### src/rtl/hiscore_ram_arbiter.sv
// ============================================================================
// Module   : hiscore_ram_arbiter
// Purpose  : Shares the single-port game work RAM between the Z80 CPU and the
//            hiscore save/restore engine. The CPU always has priority; hiscore
//            accesses take CPU-idle or paused cycles via a req/ack handshake.
// Ports    : clk_sys, RESET_n (async, active-low)
//            cpu_cs/cpu_we/cpu_addr/cpu_wdata -> cpu_rdata, cpu_wait
//            cpu_paused                       : CPU halted, cpu_cs ignored
//            hs_req/hs_we/hs_addr/hs_wdata    -> hs_rdata, hs_ack
//            ram_addr/ram_wdata/ram_we (registered) <- ram_rdata
// Options  : HS_ARB_STARVE_GUARD_EN - forces a hiscore slot after STARVE_MAX
//            cycles of waiting behind continuous CPU traffic.
// Revision : 1.0 - initial release
// ============================================================================
`default_nettype none

module hiscore_ram_arbiter #(
  parameter int AW         = 16,
  parameter int DW         = 8,
  parameter int RAM_LAT    = 1,
  parameter int STARVE_MAX = 64
) (
  input  logic          clk_sys,
  input  logic          RESET_n,
  input  logic          cpu_cs,
  input  logic          cpu_we,
  input  logic [AW-1:0] cpu_addr,
  input  logic [DW-1:0] cpu_wdata,
  output logic [DW-1:0] cpu_rdata,
  output logic          cpu_wait,
  input  logic          cpu_paused,
  input  logic          hs_req,
  input  logic          hs_we,
  input  logic [AW-1:0] hs_addr,
  input  logic [DW-1:0] hs_wdata,
  output logic [DW-1:0] hs_rdata,
  output logic          hs_ack,
  output logic [AW-1:0] ram_addr,
  output logic [DW-1:0] ram_wdata,
  output logic          ram_we,
  input  logic [DW-1:0] ram_rdata
);

  generate
    if (RAM_LAT < 1 || RAM_LAT > 3 || STARVE_MAX < 1) begin : g_bad_params
      $error("hiscore_ram_arbiter: RAM_LAT must be 1..3 and STARVE_MAX >= 1");
    end
  endgenerate

  typedef enum logic [1:0] {
    S_IDLE     = 2'd0,
    S_HS_ISSUE = 2'd1,
    S_HS_WAIT  = 2'd2,
    S_HS_ACK   = 2'd3
  } state_t;

  localparam logic [1:0] c_lat_last = 2'(RAM_LAT - 1);

  state_t       r_state;
  state_t       w_state_nxt;
  logic [1:0]   r_wait_cnt;
  logic         w_cpu_req;
  logic         w_hs_grant;
  logic         w_cpu_grant;
  logic         w_force;
  logic [RAM_LAT:0] r_cpu_rd_pipe;
  logic [DW-1:0]    r_cpu_rdata_hold;

  // --------------------------------------------------------------------------
  // Starvation guard
  // --------------------------------------------------------------------------
`ifdef HS_ARB_STARVE_GUARD_EN
  localparam int c_sw = $clog2(STARVE_MAX + 1);
  logic [c_sw-1:0] r_starve_cnt;

  // The counter can never pass STARVE_MAX: reaching it forces a grant, which clears it.
  assign w_force = (r_state == S_IDLE) && hs_req && (r_starve_cnt == c_sw'(STARVE_MAX));

  always_ff @(posedge clk_sys or negedge RESET_n) begin
    if (!RESET_n) begin
      r_starve_cnt <= '0;
    end else if (w_hs_grant) begin
      r_starve_cnt <= '0;
    end else if ((r_state == S_IDLE) && hs_req) begin
      r_starve_cnt <= r_starve_cnt + c_sw'(1);
    end
  end
`else
  assign w_force = 1'b0;
`endif

  // --------------------------------------------------------------------------
  // Grant decision
  // --------------------------------------------------------------------------
  assign w_cpu_req   = cpu_cs && !cpu_paused;
  assign w_hs_grant  = (r_state == S_IDLE) && hs_req && (!w_cpu_req || w_force);
  assign w_cpu_grant = w_cpu_req && !w_hs_grant;

  // --------------------------------------------------------------------------
  // Hiscore FSM
  // --------------------------------------------------------------------------
  always_ff @(posedge clk_sys or negedge RESET_n) begin
    if (!RESET_n) begin
      r_state <= S_IDLE;
    end else begin
      r_state <= w_state_nxt;
    end
  end

  always_comb begin
    w_state_nxt = r_state;
    hs_ack      = 1'b0;
    case (r_state)
      S_IDLE: begin
        if (w_hs_grant) w_state_nxt = S_HS_ISSUE;
      end
      // ram_we holds hs_we during the issue cycle, so it tells read from write.
      S_HS_ISSUE: w_state_nxt = ram_we ? S_HS_ACK : S_HS_WAIT;
      S_HS_WAIT: begin
        if (r_wait_cnt == c_lat_last) w_state_nxt = S_HS_ACK;
      end
      S_HS_ACK: begin
        hs_ack      = 1'b1;
        w_state_nxt = S_IDLE;
      end
      default: w_state_nxt = S_IDLE;
    endcase
  end

  always_ff @(posedge clk_sys or negedge RESET_n) begin
    if (!RESET_n) begin
      r_wait_cnt <= 2'd0;
      hs_rdata   <= '0;
    end else begin
      if (r_state == S_HS_WAIT) begin
        r_wait_cnt <= r_wait_cnt + 2'd1;
      end else begin
        r_wait_cnt <= 2'd0;
      end
      // Last HS_WAIT cycle is exactly RAM_LAT cycles after the issue cycle.
      if ((r_state == S_HS_WAIT) && (r_wait_cnt == c_lat_last)) begin
        hs_rdata <= ram_rdata;
      end
    end
  end

  // --------------------------------------------------------------------------
  // RAM port registers
  // --------------------------------------------------------------------------
  always_ff @(posedge clk_sys or negedge RESET_n) begin
    if (!RESET_n) begin
      ram_addr  <= '0;
      ram_wdata <= '0;
      ram_we    <= 1'b0;
      cpu_wait  <= 1'b0;
    end else begin
      // A CPU request only loses to the hiscore engine on a forced slot.
      cpu_wait <= w_cpu_req && w_hs_grant;
      if (w_hs_grant) begin
        ram_addr  <= hs_addr;
        ram_wdata <= hs_wdata;
        ram_we    <= hs_we;
      end else if (w_cpu_grant) begin
        ram_addr  <= cpu_addr;
        ram_wdata <= cpu_wdata;
        ram_we    <= cpu_we;
      end else begin
        ram_we    <= 1'b0;
      end
    end
  end

  // --------------------------------------------------------------------------
  // CPU read data: bit 0 marks the port cycle of a CPU read, bit RAM_LAT the
  // cycle its data is on ram_rdata. Data passes straight through in that
  // cycle and is held afterwards.
  // --------------------------------------------------------------------------
  always_ff @(posedge clk_sys or negedge RESET_n) begin
    if (!RESET_n) begin
      r_cpu_rd_pipe    <= '0;
      r_cpu_rdata_hold <= '0;
    end else begin
      r_cpu_rd_pipe <= {r_cpu_rd_pipe[RAM_LAT-1:0], w_cpu_grant && !cpu_we};
      if (r_cpu_rd_pipe[RAM_LAT]) begin
        r_cpu_rdata_hold <= ram_rdata;
      end
    end
  end

  always_comb begin
    cpu_rdata = r_cpu_rdata_hold;
    if (r_cpu_rd_pipe[RAM_LAT]) cpu_rdata = ram_rdata;
  end

endmodule

`default_nettype wire

### config.mk
export PLATFORM = sky130hd
export DESIGN_NAME = hiscore_ram_arbiter
export DESIGN_NICKNAME = d
export VERILOG_FILES = /design/src/rtl/hiscore_ram_arbiter.sv
export SDC_FILE = /design/constraint.sdc
export NUM_CORES = 1
export LEC_CHECK = 0
export CAP_MARGIN = 20
export CORE_ASPECT_RATIO = 1.75
export CORE_MARGIN = 2
export CORE_UTILIZATION = 40
export CTS_CLUSTER_DIAMETER = 120
export DETAILED_ROUTE_END_ITERATION = 10
export HOLD_SLACK_MARGIN = 0.05
export PLACE_DENSITY = 0.8
export REMOVE_ABC_BUFFERS = 1
export SETUP_SLACK_MARGIN = 0.5
export SLEW_MARGIN = 20
export SYNTH_ARGS = -nofsm -noshare
export SYNTH_HDL_FRONTEND = slang
export SYNTH_SLANG_ARGS = --single-unit
### constraint.sdc
create_clock -name clk_sys -period 2.5 [get_ports clk_sys]
set_input_delay 0.5 -clock clk_sys [delete_from_list [all_inputs] [get_ports clk_sys]]
set_output_delay 0.5 -clock clk_sys [all_outputs]
set_load 0.005 [all_outputs]
==> summary.txt, run 1 <==
Floorplanning
  – Die Ht: 101 µm
  – Die W: 59.2 µm
  – Die area: 0.00595 mm²
  – Row count: 35
  – Core ar.: 0.00521 mm²
  – Initial core utilization: 0.409
  – IO Count: 106

STA
  – Total negative slack: 0 ns
  – Minimum clock period: 1.96 ns
  – Crit share post-route: 0.786
  – Max_slew headroom: 0.588
  – Final setup viols: 0
  – Final Hold Fails: 0
  – RSZ-0062 raised after global routing: no
  – Slew @ Worst Pin: 0.618 ns
  – Fmax: 509 MHz
  – Final Slew Violations: 0
  – Setup Skew: 0.00485 ns

Critical path
  – Crit path max-delay family: buffers and inverters
  – Cells on worst reg2reg path: 5
  – Bufs and invs on worst path: 2
  – Worst path depth: 3
  – Crit start category: primary input
  – Required time of the critical path: 2.00 ns
  – Critical path's largest stage delay: 0.42 ns
  – Crit Path Max Fanout: 2
  – CP max stage cell: clkdlybuf4s50_1
  – Crit path DAT: 1.46 ns
  – Worst setup EP type: output pin
  – Critical-path cell list: clkdlybuf4s50_1, mux2_2, dlygate4sd2_1
  – Setup CP Type: in -> out

Global route
  – Vias in the first global route: 1854
  – Maximum number of pins on one net before global-route repair: 28
  – Gr usage total: 0.176
  – First-pass GRT wire length: 8090 µm
  – Antenna violations before repair: 0
  – GRT overflow: 0

Synthesis
  – Post-synth ARST share: 1.00
  – Largest family of logic cells by synthesized area: multiplexers
  – Mapped cell area: 0.00213 mm²
  – Synth area leaders: dfrtp_1 56%, mux2i_1 11%, mux2_2 8.5%, o21ai_0 4.9%, nand2_1 4.4%
  – Yosys warns: 0
  – Adder-Cell Fraction of Synth Area: 0.0352
  – Count of cell types in the netlist: 25
  – Number of synthesized register bits: 48
  – Count leader, synth: dfrtp_1
  – Post-synth top cells: 48 x dfrtp_1, 25 x nand2_1, 24 x mux2i_1
  – Syn avg cell area: 12.2 µm²
  – Compound-cell area share of the yosys netlist: 0.0863
  – Simple-Gate Fraction of Synth Area: 0.0734
  – Proportion of synthesized area in mux cells: 0.204
  – EDFF count, synth: 0
  – Ys flop type: dfrtp_1
  – Seq/Total Area, Yosys: 0.564
  – Synth top area share: 0.564
  – Syn Inst Count: 175
  – Yosys top cell by area: dfrtp_1
  – Post-synthesis xor/xnor area fraction: 0

Route
  – DRT antenna net count: 0
  – Avg WL per Cell: 14.1 µm
  – Via count: 1670
  – First-pass detailed-route iteration total: 4
  – Via/cell ratio: 4.96
  – Final wirelength: 4760 µm
  – DRC Markers: 0
  – Initial DRC count: 11

Power and ir drop
  – Leakage: 1.55 nW
  – VDD IR max: 0.552 mV
  – PD cells: 862 mW/mm²

Placement
  – Placed Area: 0.00323 mm²
  – Port buffer count: 105
  – DP HPWL: 3770 µm
  – Routability Congestion: 0.772

Clocking
  – CTS H-tree depth: 2
  – CTS Buffer Depth: 2
  – CTS Hold Bufs: 0
  – Clock slew at reported path FFs: 0.08 ns
  – TritonCTS clock tree: built
  – TritonCTS Buffers: 5
  – Clk_lat worst skew: 0.29 ns
  – Root Driver: clkbuf_8
  – Clk sinks: 48

Final layout
  – Nets: 350
  – Ant diodes: 0
  – Share of cells above drive strength 1: 0.113
  – Area Overhead vs Synth: 55.7%
  – Post-layout instance area: 0.00332 mm²

Run status
  – Outcome: completed

Worst hold path
  – Min-Delay Path Class: in -> async

Job
  – Reported max-cap violation count: 0
-- timing repair --
item / CTS / global route
cloned: 0 / 0
pin swaps: 0 / 0
buffers inserted: 0 / 0
resized for setup: 9 / 2
endpoints found under the setup margin: 8 / 2
-- cell usage in the layout (no fill, tap or decap), drive strengths merged, types with 2 or more instances in the layout --
master,n
clkbuf,8
o21ai,24
nand2,26
mux2,17
a211oi,2
nor2,2
inv,5
mux2i,24
dfrtp,48
ha,6
clkdlybuf4s50,96
nor2b,2
buf,4
nand2b,2
dlygate4sd2,7
-- state kept, by name, summed over array words and instances (netlist names) --
signal,cells
cpu_wait,1
hs_rdata,8
r_cpu_rd_pipe,2
r_cpu_rdata_hold,8
r_state,2
r_wait_cnt,2
ram_addr,16
ram_wdata,8
ram_we,1
-- layout make-up --
type                    instances  area, µm²
inverters                       5       18.8
repair buffers                108       1070
well taps                      55       68.8
flip-flops and latches         48       1200
clock buffers                   8       90.1
multi-input cells             113        866
fillers                       422       1890
-- layer usage --
layer,global-route usage,up-vias,part of all wire
met5,0,-,0
met3,0.0488,7,0.065
li1,-,806,-
met1,0.178,788,0.35
met2,0.330,69,0.57
met4,0.0594,0,0.018
-- per-stage QoR --
step / std cells / hold slack (ns) / power [mW] / utilization / setup WS [ns]
after floorplan: 166 / 0.204 / 1.75 / - / -0.167
after global placement: 329 / 0.334 / 2.42 / 0.620 / 0.364
after detailed placement: 329 / 0.335 / 2.45 / 0.620 / 0.342
after CTS: 337 / 0.231 / 2.91 / 0.636 / 0.527
after global routing: 337 / 0.264 / 3.07 / 0.637 / 0.500
final: 337 / 0.212 / 2.86 / 0.637 / 0.535
-- where the power goes --
part           total, mW  internal (mW)  switching [mW]
logic               1.24          0.786           0.453
registers           1.16           1.02           0.133
clock network      0.464          0.226           0.238
-- worst reg2reg max path: cells and delay by family (launching register included) --
kind,cells,cell delay (ns)
flops,1,0.42
mux,1,0.32
fa+ha+maj,1,0.31
compound gates,1,0.22
simple gates,1,0.21
buf+inv,1,0.12
-- path summary, 6_finish.rpt --
check	from	endpoint	slack, ns
max	ram_rdata[1]	cpu_rdata[1]	0.54
min	RESET_n	ram_wdata[2]	0.21
max reg2reg	r_state[0]	r_state[1]	0.78
min reg2reg	r_cpu_rd_pipe[0]	r_cpu_rd_pipe[1]	0.36
max in group asynchronous	RESET_n	cpu_wait	1.75
min in group clk_sys	r_cpu_rd_pipe[0]	r_cpu_rd_pipe[1]	0.36
-- cells by family after synthesis --
family | count (synthesis)
other | 1
DFF | 48
adders and majority gates | 6
AOI/OAI and AO/OA | 30
and+or+nand+nor | 35
muxes | 41
buffers and inverters | 14
Note: power is estimated with default switching activity, not from simulation.
==> run 2, diff against run 1 <==
--- a/config.mk
+++ b/config.mk
@@ -8,11 +8,11 @@
 export CAP_MARGIN = 20
 export CORE_ASPECT_RATIO = 1.75
 export CORE_MARGIN = 2
-export CORE_UTILIZATION = 40
+export CORE_UTILIZATION = 36
 export CTS_CLUSTER_DIAMETER = 120
 export DETAILED_ROUTE_END_ITERATION = 10
 export HOLD_SLACK_MARGIN = 0.05
-export PLACE_DENSITY = 0.8
+export PLACE_DENSITY = 0.76
 export REMOVE_ABC_BUFFERS = 1
 export SETUP_SLACK_MARGIN = 0.5
 export SLEW_MARGIN = 20
==> constraint.sdc (replaced) <==
create_clock -name clk_sys -period 1.65 [get_ports clk_sys]
set_input_delay 0.33 -clock clk_sys [delete_from_list [all_inputs] [get_ports clk_sys]]
set_output_delay 0.33 -clock clk_sys [all_outputs]
set_load 0.005 [all_outputs]
==> run 2 against run 1 <==
Effect of this change:
- register-to-register slack lost 0.66 ns
- clock skew grew 0.0033 ns
- flip-flop and latch count is the same
- non-clock buffer count grew 44
- sequential share of layout area shrank 4.7 points
- routed wire length grew 21%
- die area grew 11%
- worst setup slack lost 0.49 ns
- count of clock-buffer cells in the layout shrank 2
- total power grew 89%
==> summary.txt, run 2 (synthesis gave the netlist of run 1 again) <==
Placement
  – Port buffer count: 105 (unchanged)
  – Post-placement cell count: 361 (was 329)
  – DP HPWL: 3940 µm (was 3770 µm)
  – Routability Congestion: 0.748 (was 0.772)

Critical path
  – Crit Path Max Fanout: 8 (was 2)
  – Worst R2R Start: r_state[1] (was r_state[0])
  – CP max stage cell: dfrtp_1 (was clkdlybuf4s50_1)
  – Critical-path cell list: buf_12, mux2_4, buf_6 (was clkdlybuf4s50_1, mux2_2, dlygate4sd2_1)
  – Cells on worst reg2reg path: 5 (unchanged)
  – R2R setup slack: 0.12 ns (was 0.78 ns)
  – Crit start category: flop (was primary input)
  – Critical Path Start: r_cpu_rd_pipe[1] (was ram_rdata[1])
  – Required time of the critical path: 1.32 ns (was 2.00 ns)
  – Crit path DAT: 1.28 ns (was 1.46 ns)
  – Worst setup EP type: output pin (unchanged)
  – Critical path's largest stage delay: 0.40 ns (was 0.42 ns)
  – Setup CP Type: reg -> out (was in -> out)
  – Critical path capture point: cpu_rdata[3] (was cpu_rdata[1])
  – End of the worst register-to-register path: r_state[1] (unchanged)

Power and ir drop
  – Int Power: 3.80 mW (was 2.04 mW)
  – Gate power share: 0.526 (was 0.433)
  – Power, Total: 5.42 mW (was 2.86 mW)
  – Leakage: 1.91 nW (was 1.55 nW)
  – Clock power share: 0.152 (was 0.162)
  – PD cells: 1420 mW/mm² (was 862 mW/mm²)
  – VDD IR max: 0.814 mV (was 0.552 mV)
  – Switching share of power: 0.300 (was 0.288)
  – P_sw: 1.62 mW (was 0.824 mW)
  – Sequential Power Share: 0.322 (was 0.405)

Global route
  – Antenna violations before repair: 0 (unchanged)
  – Routing usage on met3: 0.0395 (was 0.0488)
  – Gr usage total: 0.181 (was 0.176)
  – Most crowded layer after global routing: met2 (unchanged)
  – GRT overflow: 0 (unchanged)
  – Maximum number of pins on one net before global-route repair: 29 (was 28)
  – Met1 Use GR: 0.190 (was 0.178)
  – First-pass GRT wire length: 9370 µm (was 8090 µm)
  – Vias in the first global route: 1933 (was 1854)
  – M2 GR Usage: 0.349 (was 0.330)

STA
  – Final Hold Fails: 0 (unchanged)
  – Fmax: 621 MHz
  – RSZ-0062 raised after global routing: yes (was no)
  – Final setup viols: 0 (unchanged)
  – Final Slew Violations: 0 (unchanged)
  – Crit share post-route: 0.975
  – Minimum clock period: 1.61 ns
  – Setup Skew: 0.00814 ns (was 0.00485 ns)

Final layout
  – Commonest non-fill, non-tap cells in the layout: 61 x clkdlybuf4s50_1, 48 x dfrtp_1, 35 x buf_2, 31 x buf_4 (was 96 x clkdlybuf4s50_1, 47 x dfrtp_1, 25 x nand2_1, 24 x mux2i_1, 21 x o21ai_0)
  – Filler-free cell count of the finished design: 404 (was 337)
  – Commonest non-fill, non-tap cell in the layout: clkdlybuf4s50_1 (unchanged)
  – Share of cells above drive strength 1: 0.396 (was 0.113)
  – Area Overhead vs Synth: 79.0% (was 55.7%)
  – Ant diodes: 0 (unchanged)
  – Nets: 394 (was 350)
  – Largest register by flop count: ram_addr (unchanged)
  – Max reg flops: 16 (unchanged)
  – Core Util, Final: 0.659 (was 0.637)

Route
  – Final wirelength: 5780 µm (was 4760 µm)
  – Avg WL per Cell: 14.3 µm (was 14.1 µm)
  – Via/cell ratio: 4.58 (was 4.96)
  – DRC Markers: 0 (unchanged)
  – Via count: 1851 (was 1670)
  – First-pass detailed-route iteration total: 3 (was 4)
  – Initial DRC count: 29 (was 11)
  – DRT antenna net count: 0 (unchanged)

Run status
  – Outcome: completed (unchanged)

Floorplanning
  – Die Ht: 106 µm (was 101 µm)
  – Row count: 37 (was 35)
  – Initial core utilization: 0.368 (was 0.409)
  – Die area: 0.00657 mm² (was 0.00595 mm²)
  – IO Count: 106 (unchanged)
  – Core ar.: 0.00579 mm² (was 0.00521 mm²)
  – Die W: 62.2 µm (was 59.2 µm)

Clocking
  – CTS H-tree depth: 2 (unchanged)
  – Clk sinks: 48 (unchanged)
  – CTS Buffer Depth: 2 (unchanged)
  – Clk_lat worst skew: 0.29 ns (about the same)
  – Root Driver: clkbuf_8 (unchanged)
  – TritonCTS clock tree: built (unchanged)
  – TritonCTS Buffers: 5 (unchanged)
  – Clock slew at reported path FFs: 0.09 ns (was 0.08 ns)

Job
  – Reported max-cap violation count: 0 (unchanged)

Worst hold path
  – Min-Delay Path Class: reg -> reg (was in -> async)
## run 2: cell type report
cell class              count  area, µm²
clock buffers               6       72.6
clock inverters             2       35.0
fillers                   474       1970
inverters                   5       18.8
multi-input cells         113       1000
flip-flops and latches     48       1200
well taps                  78       97.6
repair buffers            152       1380
## run 2: what timing repair did
| item | in CTS | in global routing |
|---|---|---|
| resized for setup | 236 | 8 |
| pin swaps | 5 | 9 |
| endpoints found under the hold margin | 43 | 0 |
| setup buffers | 14 | 18 |
| gates cloned | 2 | 0 |
| hold buffers | 1 | 0 |
| endpoints found under the setup margin | 78 | 77 |
## run 2: power by group through the flow
stage	sequential [mW]	clock, mW	combinational (mW)
finish	1.75	0.821	2.85
global route	1.79	0.891	3.08
CTS	1.74	0.851	2.48
detailed placement	1.76	0	2.12
global placement	1.75	0	2.09
floorplan	1.78	0	0.875
## run 2: how the worst min path moves through the flow
| stage | startpoint | to | slack [ns] | cells after the start |
|---|---|---|---|---|
| final | r_cpu_rd_pipe[0] | r_cpu_rd_pipe[1] | 0.36 | 0 |
| after global placement | RESET_n | hs_rdata[2] | 0.33 | 2 |
| after floorplan | RESET_n | cpu_wait | 0.03 | 0 |
| after detailed placement | RESET_n | hs_rdata[2] | 0.33 | 2 |
| after global routing | r_cpu_rd_pipe[0] | r_cpu_rd_pipe[1] | 0.37 | 0 |
| after CTS | r_cpu_rd_pipe[0] | r_cpu_rd_pipe[1] | 0.36 | 0 |
## run 2: metrics by stage
| step | instance area (µm²) | TNS (ns) | setup slack (ns) | hold WS [ns] |
|---|---|---|---|---|
| finish | 3810 | 0 | 0.0406 | 0.357 |
| global route | 3810 | -0.00103 | -0.00103 | 0.366 |
| CTS | 3620 | 0 | 0.0314 | 0.362 |
| detailed placement | 3370 | -1.29 | -0.165 | 0.335 |
| global placement | 3370 | -1.14 | -0.146 | 0.328 |
| floorplan | 2070 | -18.80 | -0.847 | 0.0344 |
## run 2: worst max-delay path: cells and delay by family, from the launching register on
kind     cells  cell delay, ns
mux          1            0.31
buf+inv      2            0.27
flops        1            0.40
## run 2: per-layer routing
metal / part of all wire / wire (µm)
met4: 0.019 / 109
met2: 0.58 / 3340
met5: 0 / 0
met1: 0.35 / 2040
met3: 0.049 / 282
==> run 3, diff against run 2 <==
--- a/config.mk
+++ b/config.mk
@@ -15,7 +15,7 @@
 export PLACE_DENSITY = 0.76
 export REMOVE_ABC_BUFFERS = 1
 export SETUP_SLACK_MARGIN = 0.5
-export SLEW_MARGIN = 20
+export SLEW_MARGIN = 30
 export SYNTH_ARGS = -nofsm -noshare
 export SYNTH_HDL_FRONTEND = slang
 export SYNTH_SLANG_ARGS = --single-unit
==> results of run 3 <==
Final layout, timing and power as in run 2 (identical DEF).
